## src/rtl/fir_decim_mac.sv

```systemverilog
// -----------------------------------------------------------------------------
// fir_decim_mac
//   Decimating FIR channel filter for the FM receive chain. Samples, taps and
//   the output are Q22.10 signed. After every DECIM accepted samples the block
//   runs one NUM_TAPS-point convolution through a single multiplier, one tap
//   per clock, and presents the result on a valid/ready output port.
//
// Ports
//   clk        clock, all logic on the rising edge
//   rst_n      synchronous active-low reset
//   in_valid   upstream sample valid
//   in_ready   block can accept a sample (high only while idle)
//   in_data    sample x[n], Q22.10
//   coef_wr    coefficient write strobe (honoured only while idle)
//   coef_addr  tap index k
//   coef_data  h[k], Q22.10
//   out_valid  filtered sample valid
//   out_ready  downstream accepts
//   out_data   y, Q22.10 (zero while out_valid is low)
// -----------------------------------------------------------------------------
module fir_decim_mac #(
  parameter  int NUM_TAPS = 16,
  parameter  int DECIM    = 4,
  parameter  int DATA_W   = 32,
  localparam int AW       = $clog2(NUM_TAPS)
) (
  input  logic              clk,
  input  logic              rst_n,
  input  logic              in_valid,
  output logic              in_ready,
  input  logic [DATA_W-1:0] in_data,
  input  logic              coef_wr,
  input  logic [AW-1:0]     coef_addr,
  input  logic [DATA_W-1:0] coef_data,
  output logic              out_valid,
  input  logic              out_ready,
  output logic [DATA_W-1:0] out_data
);

  localparam int FRAC = 10;
  localparam int TW   = $clog2(NUM_TAPS + 1);
  localparam int DW   = (DECIM > 1) ? $clog2(DECIM) : 1;

  typedef enum logic [1:0] {IDLE, MAC, OUT} state_t;

  state_t            state, state_nxt;
  logic [DATA_W-1:0] hist [NUM_TAPS];
  logic [DATA_W-1:0] coef [NUM_TAPS];
  logic [AW-1:0]     wr_ptr;
  logic [AW-1:0]     rd_ptr;
  logic [DW-1:0]     decim_cnt;
  logic [TW-1:0]     tap;
  logic [DATA_W-1:0] acc;
  logic [DATA_W-1:0] prod_q;

  logic                       accept;
  logic                       trigger;
  logic                       mac_last;
  logic                       coef_hit;
  logic signed [2*DATA_W-1:0] product;
  logic [DATA_W-1:0]          term;
  logic                       unused_prod;

  assign accept   = (state == IDLE) && in_valid;
  assign trigger  = accept && (decim_cnt == DW'(DECIM - 1));
  assign coef_hit = coef_wr && (32'(coef_addr) < NUM_TAPS);

  // tap counts 0..NUM_TAPS: products are registered, so the final cycle only
  // folds the last product into acc. The tap index into coef[] is unused then.
  assign mac_last = (tap == TW'(NUM_TAPS));

  // Full signed product; keeping bits [FRAC+DATA_W-1:FRAC] is an arithmetic
  // shift (floor) followed by a 32-bit wrap.
  assign product     = $signed(coef[tap[AW-1:0]]) * $signed(hist[rd_ptr]);
  assign term        = product[FRAC +: DATA_W];
  assign unused_prod = ^{product[2*DATA_W-1:FRAC+DATA_W], product[FRAC-1:0]};

  // ---------------------------------------------------------------------------
  // State register
  // ---------------------------------------------------------------------------
  always_ff @(posedge clk) begin
    if (!rst_n) state <= IDLE;
    else        state <= state_nxt;
  end

  // ---------------------------------------------------------------------------
  // Next-state logic
  // ---------------------------------------------------------------------------
  always_comb begin
    // NOTE: default first so every path assigns state_nxt and no latch is inferred.
    state_nxt = state;
    case (state)
      IDLE:    if (trigger)   state_nxt = MAC;
      MAC:     if (mac_last)  state_nxt = OUT;
      OUT:     if (out_ready) state_nxt = IDLE;
      default: state_nxt = IDLE;
    endcase
  end

  // ---------------------------------------------------------------------------
  // Datapath: sample history, coefficient store, MAC pipeline
  // ---------------------------------------------------------------------------
  // NOTE: non-blocking assignments throughout so every register samples the
  // pre-edge value of its neighbours (rd_ptr, tap and acc update together).
  always_ff @(posedge clk) begin
    if (!rst_n) begin
      // NOTE: both arrays are cleared because the filter must start with a zero
      // history window and zero taps; this forces them into flops, not RAM.
      for (int i = 0; i < NUM_TAPS; i++) begin
        hist[i] <= '0;
        coef[i] <= '0;
      end
      wr_ptr    <= '0;
      rd_ptr    <= '0;
      decim_cnt <= '0;
      tap       <= '0;
      acc       <= '0;
      prod_q    <= '0;
    end else begin
      case (state)
        IDLE: begin
          if (coef_hit) coef[coef_addr] <= coef_data;
          if (accept) begin
            hist[wr_ptr] <= in_data;
            wr_ptr <= (wr_ptr == AW'(NUM_TAPS - 1)) ? '0 : wr_ptr + AW'(1);
            if (trigger) begin
              decim_cnt <= '0;
              acc       <= '0;
              tap       <= '0;
              // Newest sample sits at the slot being written now; walk backwards.
              rd_ptr    <= wr_ptr;
            end else begin
              decim_cnt <= decim_cnt + DW'(1);
            end
          end
        end
        MAC: begin
          if (!mac_last) begin
            prod_q <= term;
            rd_ptr <= (rd_ptr == '0) ? AW'(NUM_TAPS - 1) : rd_ptr - AW'(1);
            tap    <= tap + TW'(1);
          end
          // prod_q holds a valid product from the second MAC cycle onward.
          if (tap != '0) acc <= acc + prod_q;
        end
        default: ;
      endcase
    end
  end

  assign in_ready  = (state == IDLE);
  assign out_valid = (state == OUT);
  assign out_data  = out_valid ? acc : '0;

endmodule

```

## config.mk

```make
export PLATFORM = sky130hd
export DESIGN_NAME = fir_decim_mac
export DESIGN_NICKNAME = d
export VERILOG_FILES = /design/src/rtl/fir_decim_mac.sv
export SDC_FILE = /design/constraint.sdc
export NUM_CORES = 2
export LEC_CHECK = 0
export ABC_CLOCK_PERIOD_IN_PS = 12600
export BUFFER_PORTS_ARGS = -buffer_cell sky130_fd_sc_hd__buf_2
export CAP_MARGIN = 0
export CORE_ASPECT_RATIO = 1.75
export CORE_MARGIN = 4
export CORE_UTILIZATION = 34
export CTS_CLUSTER_SIZE = 40
export DETAILED_ROUTE_END_ITERATION = 10
export GPL_ROUTABILITY_DRIVEN = 0
export GPL_TIMING_DRIVEN = 0
export HOLD_SLACK_MARGIN = 0.02
export PLACE_DENSITY_LB_ADDON = 0.25
export SYNTH_ARGS = -nofsm -noshare
export SYNTH_HDL_FRONTEND = slang
export SYNTH_SLANG_ARGS = --single-unit
```

## constraint.sdc

```tcl
create_clock -name clk -period 12.6 [get_ports clk]
set_clock_uncertainty 0.05 [all_clocks]
set_input_delay 3.15 -clock clk [delete_from_list [all_inputs] [get_ports clk]]
set_output_delay 3.15 -clock clk [all_outputs]
set_load 0.005 [all_outputs]
```

# After elaboration in Yosys (flattened, before gate mapping)

Memory sizes are Yosys's and may differ from the RTL's. A register that Yosys moved wholly into a read port is not among the register bits.
Index checks and enable logic that the tools add are counted.

$add $sub $neg: 5
Multipliers: 1
Equal/unequal tests: 11
Muxes and demuxes: 39
Bitwise logic cells: 1
Reductions and logical operators: 13

Operators with widths:

| kind                | count |
|---|---|
| $mux 32             | 6 |
| $pmux 32 s2         | 1 |
| $reduce_or 32->1    | 2 |
| $mux 4              | 11 |
| $mul 32x32->42      | 1 |
| $add 32x32->32      | 1 |
| $mux 5              | 3 |
| $mux 1              | 11 |
| $pmux 5 s2          | 1 |
| $mux 2              | 4 |
| $ne 2x2->1 const B  | 4 |
| $pmux 4 s2          | 1 |
| $reduce_and 4->1    | 2 |
| $pmux 2 s3          | 1 |
| $add 5x1->5 const B | 1 |
| $eq 5x5->1 const B  | 1 |
| $reduce_bool 5->1   | 1 |
| $add 4x1->4 const B | 1 |
| $eq 2x2->1 const B  | 2 |
| $eq 4x4->1 const B  | 1 |
| $logic_not 4->1     | 1 |
| $ne 2x1->1 const B  | 2 |
| $reduce_and 2->1    | 2 |
| $sub 4x1->4 const B | 1 |
| other kinds (7)     | 8 |

Register bits: 81
Memory bits (writable): 1,024
Output and inout port bits: 34
Logic and storage cells: 79
Memories kept: 2

Memories:

| name | depth | width | read ports | clocked after Yosys merged registers in | wr ports | RTL line | source |
|---|---|---|---|---|---|---|---|
| coef | 16    | 32    | 1          | 1                                       | 16       | 48       | `logic [DATA_W-1:0] coef [NUM_TAPS];` |
| hist | 16    | 32    | 1          | 1                                       | 16       | 47       | `logic [DATA_W-1:0] hist [NUM_TAPS];` |

# Logic depth before layout (Yosys ltp)

Depth in word-level cells: 8
Gate-level depth with buffers: 40

# Worst setup path after synthesis

Ideal clock, no wire load.

Path kind: reg2reg
From: register (tool-made name)
To: register prod_q[23]
Library setup time: 0.122 ns
Arrival time: 9.496 ns
Path slack: 2.933 ns
Cell stages (with the launch flop): 33
Path buffers: 7
Clock period less this slack: 9.667 ns
Cells stage by stage: dfxtp_1 > buf_2 > buf_2 > buf_2 > buf_2 > clkbuf_1 > clkbuf_1 > mux4_2 > mux2_2 > o21ai_1 > clkbuf_1 > nor2_1 > fa_1 > fa_1 > inv_1 > fa_1 > fa_1 > inv_1 > fa_1 > fa_1 > fa_1 > fa_1 > ha_1 > a21o_1 > a21o_1 > a21oi_1 > nor4b_1 > o211ai_1 > o2111ai_2 > a21oi_1 > or3_4 > a31o_1 > a221o_1

RTL lines:

| what                 | RTL line | source |
|---|---|---|
| to (signal assigned) | 139      | `prod_q <= term;` |
| to (decl)            | 54       | `logic [DATA_W-1:0] prod_q;` |

==> results.md <==
* Outcome: finished, violations left
* Failing checks: capacitance limit, slew limit
* Max-Slew Margin vs Limit at -0.03591
* Layout cells sized above 1 at 0.1256
* Slowest cell on crit path: fa_1
* Psw at 0.01014 W
* Dpl cells at 9122
* Core footprint at 218700 um2
* Ports at 107
* Avg WL per Cell at 28.89 um
* Pwr per Cell Area at 250.2 nW/um2
* Antenna violations before repair at 33
* GR Util met1 at 0.2408
* CTS Buf Count at 106
* CP most frequent cell: fa_1
* Fillcell total at 21300
* Main area contributors after synthesis: edfxtp_1, fa_1, and2_1
* Gr ovfl total at 0
* DIE AREA at 227800 um2
* Seq pwr share at 0.201
* Worst vdd ir at 0.7845 mV
* Clk pwr share at 0.162
* FFs w/ async S/R, synth at 0
* # clock sinks at 1113
* Number of hold buffers added after CTS at 0
* TritonRoute pass-1 iters at 6
* Tmin final at 12.38 ns
* Postcts setup bufs at 0
* Die span in x at 362.5 um
* Rows at 227
* H-tree depth at 3
* Top Usage Layer GRT: met2
* Crit share post-route at 0.9823
* Synth Net Count at 7058
* Top FF cell, synth: edfxtp_1
* DP Wirelength at 209.1 mm
* Post-Route WL at 269.6 mm
* Sw Ratio at 0.4816
* Most common cell after layout, fill and taps aside: and2_1
* Total GRT Usage at 0.2368
* Combinational power share at 0.637
* Critical Path AT at 12.92 ns
* Final non-filler cell total at 9331
* Vias/cell at 5.281
* Syn_area_per_cell at 12.27 um2
* Leak at 33.61 nW
* MaxCap Viol Count at 1
* Met3 Resource Use GR at 0.04081
* Final Hold Vio Count at 0
* Die height at 628.4 um
* Vias in the first global route at 53640
* Synthesis-stage register bit count at 1113
* Register area share after synthesis at 0.4351
* Yosys top cell area share at 0.4112
* Cell area after synthesis at 74770 um2
* CTS tree: done
* Yosys warns at 0
* FMAX at 80.80 MHz
* # DRC at 0
* CTS root buffer: clkbuf_16
* P&R area growth vs syn at 12.54%
* Starting density of the core at 0.3419
* Clock latency on the worst-skew pair at 0.74 ns
* Pint at 0.01091 W
* DRT iter0 DRCs at 4249
* Number of flops mapped to enable cells by yosys at 1024
* Via Count at 49280
* Final Max Tran Viols at 6
* Worst-Margin Slew at 1.538 ns
* Critical path launch point type: flop
* Max clock buf depth at 3
* Slowest Stage Delay on Critical Path at 0.63 ns
* First-pass GRT wire length at 383.2 mm
* Crit path max fanout at 10
* Final setup fails at 0
* IO Port Bufs at 106
* Dominant cell type by area after synthesis: edfxtp_1
* Crit path kind: flop to flop
* Type of the worst min-delay path: flop to flop
* Clock-pin transition on the worst setup and hold timing paths at 0.07 ns
* Unrepaired setup endpoints after global routing: no
* DRT antenna net count at 0
* Endpoint class of the critical path: flop
* Largest net degree at the start of global routing at 24
* NumNets Final at 7336
* Met2 Use GR at 0.4310
* Most frequent cells in the layout: and2_1, edfxtp_1, inv_1, fa_1, nor2_1
* CP Data Required Time at 13.15 ns
* Setup TNS at 0 ns
* Gate Count Post-Synth at 6093
* Yosys cell types at 76
-- critical path, delay by kind of cell, from the launching register on --
family / cells / cell delay [ns]
adder cells (fa/ha/maj): 9 / 4.49
XOR/XNOR: 1 / 0.48
multiplexers: 2 / 0.74
flip-flops: 1 / 0.55
buffers and inverters: 12 / 3.45
AND/OR/NAND/NOR: 2 / 0.37
AO/OA/AOI/OAI: 10 / 2.02
-- layout make-up --
| type | count | area [um2] | share of cell area |
|---|---|---|---|
| clock buffers | 131 | 2829 | 0.03362 |
| inverters | 748 | 2809 | 0.03338 |
| diodes | 10 | 25.02 | 0.0002974 |
| repair buffers | 171 | 1615 | 0.01920 |
| multi-input cells | 3845 | 38320 | 0.4554 |
| plain buffers | 386 | 1652 | 0.01963 |
| clock inverters | 65 | 787.0 | 0.009352 |
| flip-flops and latches | 1113 | 32530 | 0.3866 |
| well taps | 2862 | 3581 | 0.04255 |
-- synth_stat cells (33+ instances only) --
| library cell | count |
|---|---|
| a22o_1 | 33 |
| and2_1 | 1077 |
| mux4_2 | 243 |
| edfxtp_1 | 1024 |
| nand2_1 | 306 |
| dfxtp_1 | 89 |
| inv_1 | 744 |
| clkbuf_1 | 322 |
| nor2_1 | 529 |
| a22oi_1 | 44 |
| nand2b_1 | 70 |
| fa_1 | 695 |
| a21oi_1 | 89 |
| o21ai_0 | 79 |
| xnor2_1 | 81 |
| ha_1 | 197 |
| or2_2 | 53 |
-- stage by stage --
step | instance area, um2 | utilization | setup WS (ns) | hold slack, ns | power [W]
2_1_floorplan | 74770 | - | 2.933 | 0.3739 | 0.01192
3_3_place_gp | 78880 | 0.3607 | -2.211 | 0.4040 | 0.01714
3_5_place_dp | 80400 | 0.3676 | -0.8286 | 0.4138 | 0.01737
4_1_cts | 84040 | 0.3843 | 0.004024 | 0.4235 | 0.02082
5_1_grt | 84130 | 0.3847 | 0.01374 | 0.4401 | 0.02207
6_report | 84150 | 0.3848 | 0.2231 | 0.4236 | 0.02105
-- cells by family after synthesis --
kind of cell / after synthesis / share of synthesized area
flops: 1113 / 0.4351
xor+xnor: 112 / 0.01332
fa+ha+maj: 892 / 0.2190
compound gates: 406 / 0.03835
simple gates: 2135 / 0.1505
buf+inv: 1135 / 0.05929
mux: 300 / 0.08442
-- timing repair --
action | CTS | global route
endpoints found under the hold margin | 0 | 0
endpoints found under the setup margin | 16 | 10
gates resized for setup | 17 | 15
-- path summary, 6_finish.rpt --
path,to,from,slack [ns],cells past startpoint
max,prod_q[29]$_SDFFE_PN0P_,flop,0.22,36
min,prod_q[22]$_SDFFE_PN0P_,prod_q[22]$_SDFFE_PN0P_,0.42,2
max reg2reg,prod_q[29]$_SDFFE_PN0P_,flop,0.22,36
min reg2reg,prod_q[22]$_SDFFE_PN0P_,prod_q[22]$_SDFFE_PN0P_,0.42,2
-- power by group through the flow --
stage               Clock, W  Sequential (W)  Combinational, W
floorplan                  0         0.00429           0.00763
detailed placement         0         0.00431            0.0131
global route         0.00360         0.00424            0.0142
finish               0.00341         0.00422            0.0134
CTS                  0.00346         0.00423            0.0131
global placement           0         0.00432            0.0128
-- state kept, by name (all words and copies together) (netlist names), named ones only --
signal	cells
acc	32
state	2
rd_ptr	4
wr_ptr	4
hist	512
decim_cnt	2
prod_q	32
coef	512
tap	5
-- routing by layer --
layer | wire length (um) | vias to the layer above | part of all wire
met2 | 140100 | 2067 | 0.52
met3 | 15620 | 907 | 0.058
met5 | 187 | - | 0.00069
met1 | 88220 | 25560 | 0.33
met4 | 25410 | 30 | 0.094
li1 | - | 20710 | -
No activity file was read; power rests on OpenSTA's default activity.
